==> src/rtl/sample_uart_tx.sv <==
// sample_uart_tx: streams DEPTH 12-bit samples out of a sample buffer over an
// 8N1 UART line. Each word goes out as two bytes, high nibble byte first,
// back to back. Consecutive words are separated by the two-cycle
// fetch/latch gap.
module sample_uart_tx #(
    parameter int CLKS_PER_BIT = 434,
    parameter int DEPTH        = 512,
    parameter int ADDR_W       = 9
) (
    input  logic              i_clk,
    input  logic              i_rst_n,
    input  logic              i_tx_en,
    input  logic [11:0]       i_read_data,
    output logic [ADDR_W-1:0] o_read_address,
    output logic              o_read_en,
    output logic              o_uart_tx,
    output logic              o_tx_ready,
    output logic              o_done
);

    localparam int                CNT_W     = $clog2(CLKS_PER_BIT);
    localparam logic [CNT_W-1:0]  CNT_LAST  = CNT_W'(CLKS_PER_BIT - 1);
    localparam logic [ADDR_W-1:0] ADDR_LAST = ADDR_W'(DEPTH - 1);

    typedef enum logic [2:0] {
        IDLE,
        FETCH,
        LATCH,
        START,
        DATA,
        STOP,
        DONE
    } state_e;

    state_e              state_q,    state_d;
    logic [CNT_W-1:0]    cnt_q,      cnt_d;       // cycles within the current bit
    logic [3:0]          bit_idx_q,  bit_idx_d;   // data bit being sent
    logic                byte_sel_q, byte_sel_d;  // 0: high byte, 1: low byte
    logic [11:0]         word_q,     word_d;
    logic [ADDR_W-1:0]   addr_q,     addr_d;
    logic                read_en_q,  read_en_d;
    logic                tx_q,       tx_d;
    logic                ready_q,    ready_d;
    logic                done_q,     done_d;

    logic [7:0]          cur_byte;
    logic                bit_end;
    logic [2:0]          next_idx;

    // Next-state and registered-output logic for the transmit sequencer.
    always_comb begin
        // NOTE: every _d gets a default up front so no path through the case
        // leaves a signal unassigned, which would infer a latch.
        state_d    = state_q;
        cnt_d      = cnt_q;
        bit_idx_d  = bit_idx_q;
        byte_sel_d = byte_sel_q;
        word_d     = word_q;
        addr_d     = addr_q;
        read_en_d  = read_en_q;
        tx_d       = tx_q;
        ready_d    = ready_q;
        done_d     = 1'b0;

        cur_byte = byte_sel_q ? word_q[7:0] : {4'b0000, word_q[11:8]};
        bit_end  = (cnt_q == CNT_LAST);
        next_idx = bit_idx_q[2:0] + 3'd1;

        case (state_q)
            IDLE: begin
                tx_d      = 1'b1;
                ready_d   = 1'b1;
                read_en_d = 1'b0;
                cnt_d     = '0;
                bit_idx_d = '0;
                if (i_tx_en) begin
                    state_d   = FETCH;
                    read_en_d = 1'b1;
                    addr_d    = '0;
                    ready_d   = 1'b0;
                end
            end

            // Buffer is reading the word this cycle.
            FETCH: begin
                read_en_d = 1'b0;
                state_d   = LATCH;
            end

            // Read data is valid now; capture it and open the start bit.
            LATCH: begin
                word_d     = i_read_data;
                byte_sel_d = 1'b0;
                cnt_d      = '0;
                tx_d       = 1'b0;
                state_d    = START;
            end

            START: begin
                if (bit_end) begin
                    cnt_d     = '0;
                    bit_idx_d = '0;
                    tx_d      = cur_byte[0];
                    state_d   = DATA;
                end else begin
                    cnt_d = cnt_q + 1'b1;
                end
            end

            DATA: begin
                if (bit_end) begin
                    cnt_d = '0;
                    if (bit_idx_q == 4'd7) begin
                        bit_idx_d = '0;
                        tx_d      = 1'b1;
                        state_d   = STOP;
                    end else begin
                        bit_idx_d = bit_idx_q + 4'd1;
                        tx_d      = cur_byte[next_idx];
                    end
                end else begin
                    cnt_d = cnt_q + 1'b1;
                end
            end

            // The line stays high across the fetch/latch gap and into DONE.
            STOP: begin
                if (bit_end) begin
                    cnt_d = '0;
                    if (!byte_sel_q) begin
                        byte_sel_d = 1'b1;
                        tx_d       = 1'b0;
                        state_d    = START;
                    end else if (addr_q < ADDR_LAST) begin
                        addr_d    = addr_q + 1'b1;
                        read_en_d = 1'b1;
                        state_d   = FETCH;
                    end else begin
                        done_d  = 1'b1;
                        state_d = DONE;
                    end
                end else begin
                    cnt_d = cnt_q + 1'b1;
                end
            end

            DONE: begin
                ready_d = 1'b1;
                state_d = IDLE;
            end

            default: begin
                tx_d    = 1'b1;
                state_d = IDLE;
            end
        endcase
    end

    // State register; reset forces the idle line level and aborts any frame.
    always_ff @(posedge i_clk or negedge i_rst_n) begin
        if (!i_rst_n) begin
            state_q    <= IDLE;
            cnt_q      <= '0;
            bit_idx_q  <= '0;
            byte_sel_q <= 1'b0;
            word_q     <= '0;
            addr_q     <= '0;
            read_en_q  <= 1'b0;
            tx_q       <= 1'b1;
            ready_q    <= 1'b1;
            done_q     <= 1'b0;
        end else begin
            // NOTE: non-blocking assignments so every flop samples the
            // pre-edge values regardless of statement order.
            state_q    <= state_d;
            cnt_q      <= cnt_d;
            bit_idx_q  <= bit_idx_d;
            byte_sel_q <= byte_sel_d;
            word_q     <= word_d;
            addr_q     <= addr_d;
            read_en_q  <= read_en_d;
            tx_q       <= tx_d;
            ready_q    <= ready_d;
            done_q     <= done_d;
        end
    end

    assign o_read_address = addr_q;
    assign o_read_en      = read_en_q;
    assign o_uart_tx      = tx_q;
    assign o_tx_ready     = ready_q;
    assign o_done         = done_q;

endmodule

==> config.mk <==
export PLATFORM = sky130hd
export DESIGN_NAME = sample_uart_tx
export DESIGN_NICKNAME = d
export VERILOG_FILES = /design/src/rtl/sample_uart_tx.sv
export SDC_FILE = /design/constraint.sdc
export NUM_CORES = 1
export LEC_CHECK = 0
export CELL_PAD_IN_SITES_DETAIL_PLACEMENT = 0
export CELL_PAD_IN_SITES_GLOBAL_PLACEMENT = 1
export CORE_ASPECT_RATIO = 1.25
export CORE_MARGIN = 5
export CORE_UTILIZATION = 48
export CTS_BUF_LIST = sky130_fd_sc_hd__clkbuf_4 sky130_fd_sc_hd__clkbuf_8
export CTS_CLUSTER_SIZE = 24
export DETAILED_ROUTE_END_ITERATION = 10
export PLACE_DENSITY = 0.95
export SYNTH_ARGS = -nofsm -noshare
export SYNTH_HDL_FRONTEND = slang
export SYNTH_SLANG_ARGS = --single-unit
==> constraint.sdc <==
create_clock -name i_clk -period 5.4 [get_ports i_clk]
set_input_delay 1.08 -clock i_clk [delete_from_list [all_inputs] [get_ports i_clk]]
set_output_delay 1.08 -clock i_clk [all_outputs]
set_load 0.03 [all_outputs]
* After elaboration in Yosys (flattened, before gate mapping)
Index checks and enable logic that the tools add are counted.
** Storage, ports and cells
- Register bits after elaboration :: 42
- Bits of input ports :: 15
- Output and inout port bits :: 13
** Cells by class
- Add/sub/neg operators :: 4
- $lt $le $gt $ge :: 2
- Equal/unequal tests :: 16
- Muxes and demuxes :: 41
- Bitwise logic cells :: 1
- Reduce and logical (&&, ||, !) cells :: 16
** Operators with widths (count)
- 9-bit two-way mux :: 5
- 9-bit case mux with 2 select lines :: 2
- 3-bit two-way mux :: 7
- 9-bit by 1-bit adder with 9-bit output (second input constant) :: 2
- 3-bit case mux with 6 select lines :: 1
- 1-bit two-way mux :: 16
- 2-bit != test (second input constant) :: 8
- 5-bit AND reduction :: 3
- 4-bit two-way mux :: 3
- 4-bit case mux with 3 select lines :: 1
- 3-bit == test (second input constant) :: 3
- 9-bit == test (second input constant) :: 1
- 9-bit < comparator (second input constant) :: 1
- 8-bit two-way mux :: 1
- 2-bit nonzero test :: 4
- 3-bit by 2-bit == test with 1-bit output (second input constant) :: 2
- 3-bit nonzero test :: 2
- 1-bit case mux with 5 select lines :: 1
- 4-bit by 1-bit adder with 4-bit output (second input constant) :: 1
- 4-bit by 3-bit == test with 1-bit output (second input constant) :: 1
- 3-bit by 4-bit < comparator with 1-bit output (second input constant) :: 1
- 1-bit case mux with 2 select lines :: 2
- 4-bit AND reduction :: 1
- 2-bit OR reduction :: 2
- other kinds (9) :: 9

* Longest topological paths before layout
Gate-level depths: netlist (run 1).
- Depth in word-level cells :: 6
- Mapped depth :: 8

* Least setup slack after synthesis (run 1)
Ideal clock, no wire load.
- Path kind :: register -> register
- From :: register cnt_q[3]
- To :: register bit_idx_q[3]
- Arrival :: 1.878 ns
- Path slack :: 3.441 ns
- Cell stages (with the launch flop) :: 7
- Path buffers :: 1
- Period minus slack after synthesis :: 1.959 ns
- Cell sequence :: dfrtp_1 or4b_1 buf_6 nor2_8 a32oi_4 or4_4 o211ai_2
** Between the ends
- Cells in the longest elaborated chain, start to end :: 3
- Elaborated cells between the ends (all ways) :: 4
- Classes of those cells :: eq/ne: 3; reduce/logical: 1
** RTL lines
- from (decl) :: line 36 : logic [CNT_W-1:0] cnt_q, cnt_d;
- from (signal assigned) :: line 176 : cnt_q <= cnt_d;
- 9-bit == test * :: line 66 : bit_end = (cnt_q == CNT_LAST);
- 2-bit != test (no source line)
- 3-bit AND reduction (no source line) *
- to (signal assigned) :: line 177 : bit_idx_q <= bit_idx_d;
- to (decl) :: line 37 : logic [3:0] bit_idx_q, bit_idx_d;
Every way passes the cells marked *; elsewhere a longest branch is shown, timed or not.
A chain may end at the register's enable or synchronous reset.

* Worst setup path after layout (run 1)
- From :: register ready_q, in the netlist o_tx_ready
- To :: output o_tx_ready
** RTL lines
- from (decl) :: line 43 : logic ready_q, ready_d;
- from (signal assigned) :: line 183 : ready_q <= ready_d;
- to (decl) :: line 17 : output logic o_tx_ready,
No word-level cell between the ends.

==> out/metrics.cfg, run 1 <==
[pwr]
p_switching_mw=0.135
p_sw_share_pct=20.1
intPower_mw=0.537
p_per_area_nw_per_um2=242
p_clk_share_pct=46.2
p_comb_share_pct=5.5
max-vdd-ir-drop_mv=0.146
p_leak_nw=1.14
seqPwrFrac_pct=48.3
total_power_mw=0.672

[job]
maxCapViolCount=0

[yosys]
ys.warnings.count=0
synth-seq-cells=42
syn_area_per_cell_um2=9.54
synth.cell_area_um2=2340
syn_nets=264
yosysSeqAreaShare_pct=45.1
synth_edf_count=0
synthArstFlopShare_pct=100
yosysUniqueCellTypes=48
synth_flop_cell=dfrtp_1
synth_cells=245

[routing]
drc=0
drt_iter0_markers=111
wire_per_inst_um=15.5
dr.pass1.iters=4
routed_wl_um=5100
viasPerCell=5.82
drtAntennaViolNets=0
vias=1919

[sta]
relSlewSlack_pct=37.6
final.setup.worst_slack_ps=2790
period_share_pct=48.3
tns_ps=0
clock_skew_ps=9.06
final_max_slew_viol_count=0
max_slew.worst_pin.slew_ps=936
fmax_mhz=383
hold_violations=0
layout_min_cycle_time_ps=2610
rsz0062_at_grt=false
setup_viol=0

[critical_path]
end_kind=output port
crit_family=buffers and inverters
cp.required_ps=4320
cpPeakStageDelay_ps=670
crit_buf_inv=1
crit_path_max_fanout=3
crit_type=reg -> out
worstPathArrival_ps=1530
crit_slowest_cell=clkdlybuf4s50_1
cp-start-kind=flip-flop
path_cells=clkdlybuf4s50_1

[clock_network]
post_cts_buffers=0
h-tree-depth=2
cts_buffers=5
worstSkewPairLatency_ps=300
cts.clk_slew.worst_paths_ps=90
cts.sinks=42
hold_buffers=0
clk_path_buf_depth=2
clock-root-buffer=clkbuf_8
cts_tree=done
ctsResizeCount=0

[placement]
numPortBuffers=27
gp_congestion=0.805
dpl_worst_slack_ps=2640
hpwl_um=3560

[grt]
grt_pass1_vias=1919
antenna_found_initial=0
grt_overflow=0
grt_pass1_wl_um=8860
grt_max_degree=43
grtUsageTotal_pct=17.6

[floorplanning]
core-area_um2=4730
start_util_pct=49.4
boundaryPins=28
die_x_um=72.4
dieArea_um2=6370
die_h_um=88.0
rows=28

[finish]
final_layout_size_suffix_gt1_share_pct=13.0
final_cell_mix=40 x dfrtp_1, 29 x nand2_1, 26 x clkdlybuf4s50_1
area_growth_pct=18.8
fin_nets=288
diodes=0
layout_commonest_cell=dfrtp_1

[min_path]
worstHoldPathType=reg -> reg

[outcome]
status=finished, final reports clean

## flip-flops by register name, indices dropped and copies added, names as in the netlist
name,count
o_tx_ready,1
o_read_en,1
bit_idx_q,4
o_uart_tx,1
cnt_q,9
state_q,3
o_done,1
word_q,12
byte_sel_q,1
o_read_address,9
## power by group through the flow
| stage | logic, mW | clock network [mW] | registers [mW] |
|---|---|---|---|
| global placement | 0.0366 | 0 | 0.330 |
| detailed placement | 0.0378 | 0 | 0.331 |
| CTS | 0.0378 | 0.312 | 0.324 |
| global route | 0.0413 | 0.324 | 0.326 |
| finish | 0.0369 | 0.310 | 0.325 |
| floorplan | 0.0125 | 0 | 0.333 |
## synth_stat cells, types with 5 or more instances
master | count | area (um2)
dfrtp_1 | 40 | 1000
nand2_1 | 29 | 109
o21ai_0 | 22 | 110
nor2_1 | 20 | 75.1
mux2_2 | 14 | 158
inv_1 | 10 | 37.5
nand3_1 | 10 | 50.1
a21oi_1 | 8 | 40.0
clkbuf_1 | 8 | 30.0
o31ai_1 | 8 | 60.1
nor3_1 | 6 | 30.0
and3_1 | 5 | 31.3
## cell type report
| class | instances | area [um2] |
|---|---|---|
| fillers | 396 | 1950 |
| multi-input cells | 182 | 1190 |
| inverters | 10 | 37.5 |
| repair buffers | 28 | 273 |
| well taps | 60 | 75.1 |
| clock inverters | 2 | 60.1 |
| clock buffers | 6 | 82.6 |
| flip-flops and latches | 42 | 1050 |
## cells by family after synthesis
group                      after synthesis  synth area share (%)
and+or+nand+nor                         91                  20.0
AOI/OAI and AO/OA                       67                  19.2
DFF                                     42                  45.1
muxes                                   19                  9.42
buffers and inverters                   21                  3.80
xor gates and xnor gates                 1                 0.375
adders and majority gates                4                  2.14
## layer usage
| metal | vias to the layer above | global-route usage [%] | wire (um) |
|---|---|---|---|
| met5 | - | 0 | 0 |
| met4 | 0 | 6.38 | 82 |
| met3 | 7 | 3.56 | 187 |
| met2 | 36 | 29.6 | 2630 |
| met1 | 938 | 22.4 | 2210 |
| li1 | 938 | - | - |
## worst paths after layout
| path | startpoint | to | slack [ps] | cells after the start |
|---|---|---|---|---|
| max | o_tx_ready | o_tx_ready | 2790 | 1 |
| min | word_q[7] | word_q[7] | 510 | 1 |
| max reg2reg | cnt_q[2] | o_read_address[8] | 3020 | 5 |
| min reg2reg | word_q[7] | word_q[7] | 510 | 1 |
| max in group asynchronous | i_rst_n | cnt_q[3] | 3890 | 1 |
| min in group asynchronous | i_rst_n | o_read_address[6] | 910 | 1 |
## through the flow
step	cells	hold slack, ps	util, %	instance area [um2]
4_1_cts	330	512	58.7	2780
3_5_place_dp	322	495	55.7	2630
5_1_grt	330	532	58.7	2780
6_report	330	507	58.7	2780
3_3_place_gp	322	486	55.7	2630
2_1_floorplan	245	457	-	2340
Note: power is estimated with default switching activity, not from simulation.
==> run 2, diff against run 1 <==
--- a/config.mk
+++ b/config.mk
@@ -9,11 +9,11 @@
 export CELL_PAD_IN_SITES_GLOBAL_PLACEMENT = 1
 export CORE_ASPECT_RATIO = 1.25
 export CORE_MARGIN = 5
-export CORE_UTILIZATION = 48
+export CORE_UTILIZATION = 44
 export CTS_BUF_LIST = sky130_fd_sc_hd__clkbuf_4 sky130_fd_sc_hd__clkbuf_8
 export CTS_CLUSTER_SIZE = 24
 export DETAILED_ROUTE_END_ITERATION = 10
-export PLACE_DENSITY = 0.95
+export PLACE_DENSITY = 0.92
 export SYNTH_ARGS = -nofsm -noshare
 export SYNTH_HDL_FRONTEND = slang
 export SYNTH_SLANG_ARGS = --single-unit
==> constraint.sdc (replaced) <==
create_clock -name i_clk -period 2.5 [get_ports i_clk]
set_input_delay 0.5 -clock i_clk [delete_from_list [all_inputs] [get_ports i_clk]]
set_output_delay 0.5 -clock i_clk [all_outputs]
set_load 0.03 [all_outputs]
==> out/metrics.cfg, run 2 (synthesized netlist as in run 1, its figures left out) <==
[critical_path]
crit_type=reg -> reg
worstPathArrival_ps=2430
cp-start-kind=flip-flop
end_kind=flip-flop
cpPeakStageDelay_ps=750
cp.required_ps=2680
crit_slowest_cell=or4b_1
crit_path_max_fanout=11
path_cells=or4b_1 > nor3_4 > a31oi_2 > o21ai_0 > o31ai_1

[finish]
regMostFlops=word_q
final_layout_size_suffix_gt1_share_pct=15.8
multiInputGateArea_um2=1200
final_cell_mix=40 x dfrtp_1, 29 x nand2_1, 26 x clkdlybuf4s50_1
largest_reg_flops=12
diodes=0
area_growth_pct=20.5
fin_util_pct=55.1
final-seq-area_um2=1050
design_area_um2=2820
fin_nets=296
fillCellCount=457
layout_commonest_cell=dfrtp_1

[sta]
max_slew.worst_pin.slew_ps=605
layout_min_cycle_time_ps=2250
hold_violations=0
final_max_slew_viol_count=0
clock_skew_ps=7.95
tns_ps=0
rsz0062_at_grt=false
fmax_mhz=444
holdWs_ps=99.0
period_share_pct=90.1
setup_viol=0
relSlewSlack_pct=59.6

[outcome]
status=finished, final reports clean

[clock_network]
cts.sinks=42
cts.clk_slew.worst_paths_ps=80
h-tree-depth=2
worstSkewPairLatency_ps=300
cts_buffers=5
clock-root-buffer=clkbuf_8
cts_tree=done
post_cts_buffers=0
clk_path_buf_depth=2

[job]
maxCapViolCount=0

[routing]
route.met3.wl_um=247
dr.pass1.iters=4
dr_wl_met2_um=2460
drtAntennaViolNets=0
wl_met1_um=2230
dr.max_layer_used=met4
routed_wl_um=5030
wire_per_inst_um=14.8
drt_iter0_markers=89
viasPerCell=5.69
vias=1934
drc=0

[placement]
gp_congestion=0.809
hpwl_um=3640
place_area_um2=2700
numPortBuffers=27

[grt]
grtUsageTotal_pct=15.9
antenna_found_initial=0
grt_overflow=0
grt_pass1_vias=1867
grt_pass1_wl_um=8650
grt_max_degree=28

[pwr]
p_leak_nw=1.16
p_per_area_nw_per_um2=472
max-vdd-ir-drop_mv=0.356

[floorplanning]
die_h_um=91.5
rows=29
die_x_um=75.2
core-area_um2=5120
dieArea_um2=6880
boundaryPins=28
start_util_pct=45.7

[min_path]
worstHoldPathType=in -> async

## run 2: cell types whose count changed in the layout (fill, tap and decap cells not counted), sizes merged
cell / previous run / this run
buf: 2 / 10
bufinv: 2 / 1
clkinvlp: 0 / 1
## run 2: where the power goes
part / switching, mW / leakage (nW) / internal (mW)
registers: 0.00932 / 0.483 / 0.692
clock network: 0.240 / 0.0548 / 0.309
logic: 0.0383 / 0.625 / 0.0419
total: 0.287 / 1.16 / 1.04
## run 2: through the flow
step	power [mW]	setup slack, ps	cells
detailed placement	0.797	138	332
finish	1.33	248	340
global route	1.39	65.6	340
CTS	1.35	139	340
global placement	0.794	241	332
floorplan	0.746	541	245
## run 2: worst paths after layout
kind	endpoint	depth (start not counted)	slack, ps	start
max	o_read_address[8]	5	250	cnt_q[2]
min	o_done	1	100	i_rst_n
max reg2reg	o_read_address[8]	5	250	cnt_q[2]
min reg2reg	word_q[10]	1	510	word_q[10]
max in group asynchronous	o_tx_ready	2	1670	i_rst_n
min in group i_clk	word_q[10]	1	510	word_q[10]
## run 2: area by class of cell
type                       count  share of cell area (%)
clock buffer                   6                    2.71
clock inverter                 2                    1.33
inverter                      10                    1.33
multi-input combinational    182                    42.6
sequential                    42                    37.4
tap                           62                    2.75
timing repair buffer          36                    11.8
## run 2: metal layers
layer / track usage [%] / vias to the layer above
met4: 5.83 / 0
met2: 25.9 / 47
met5: 0 / -
met1: 20.4 / 911
li1: - / 966
met3: 3.31 / 10
## run 2: what timing repair did
action / in CTS / in global routing
gates resized for setup: 0 / 1
hold buffers: 0 / 0
setup endpoints to repair: 0 / 1
## run 2: critical path, delay by kind of cell, from the launching register on
family / cells / cell delay (ps)
AND/OR/NAND/NOR: 2 / 1090
AO/OA/AOI/OAI: 3 / 620
flip-flops: 1 / 430
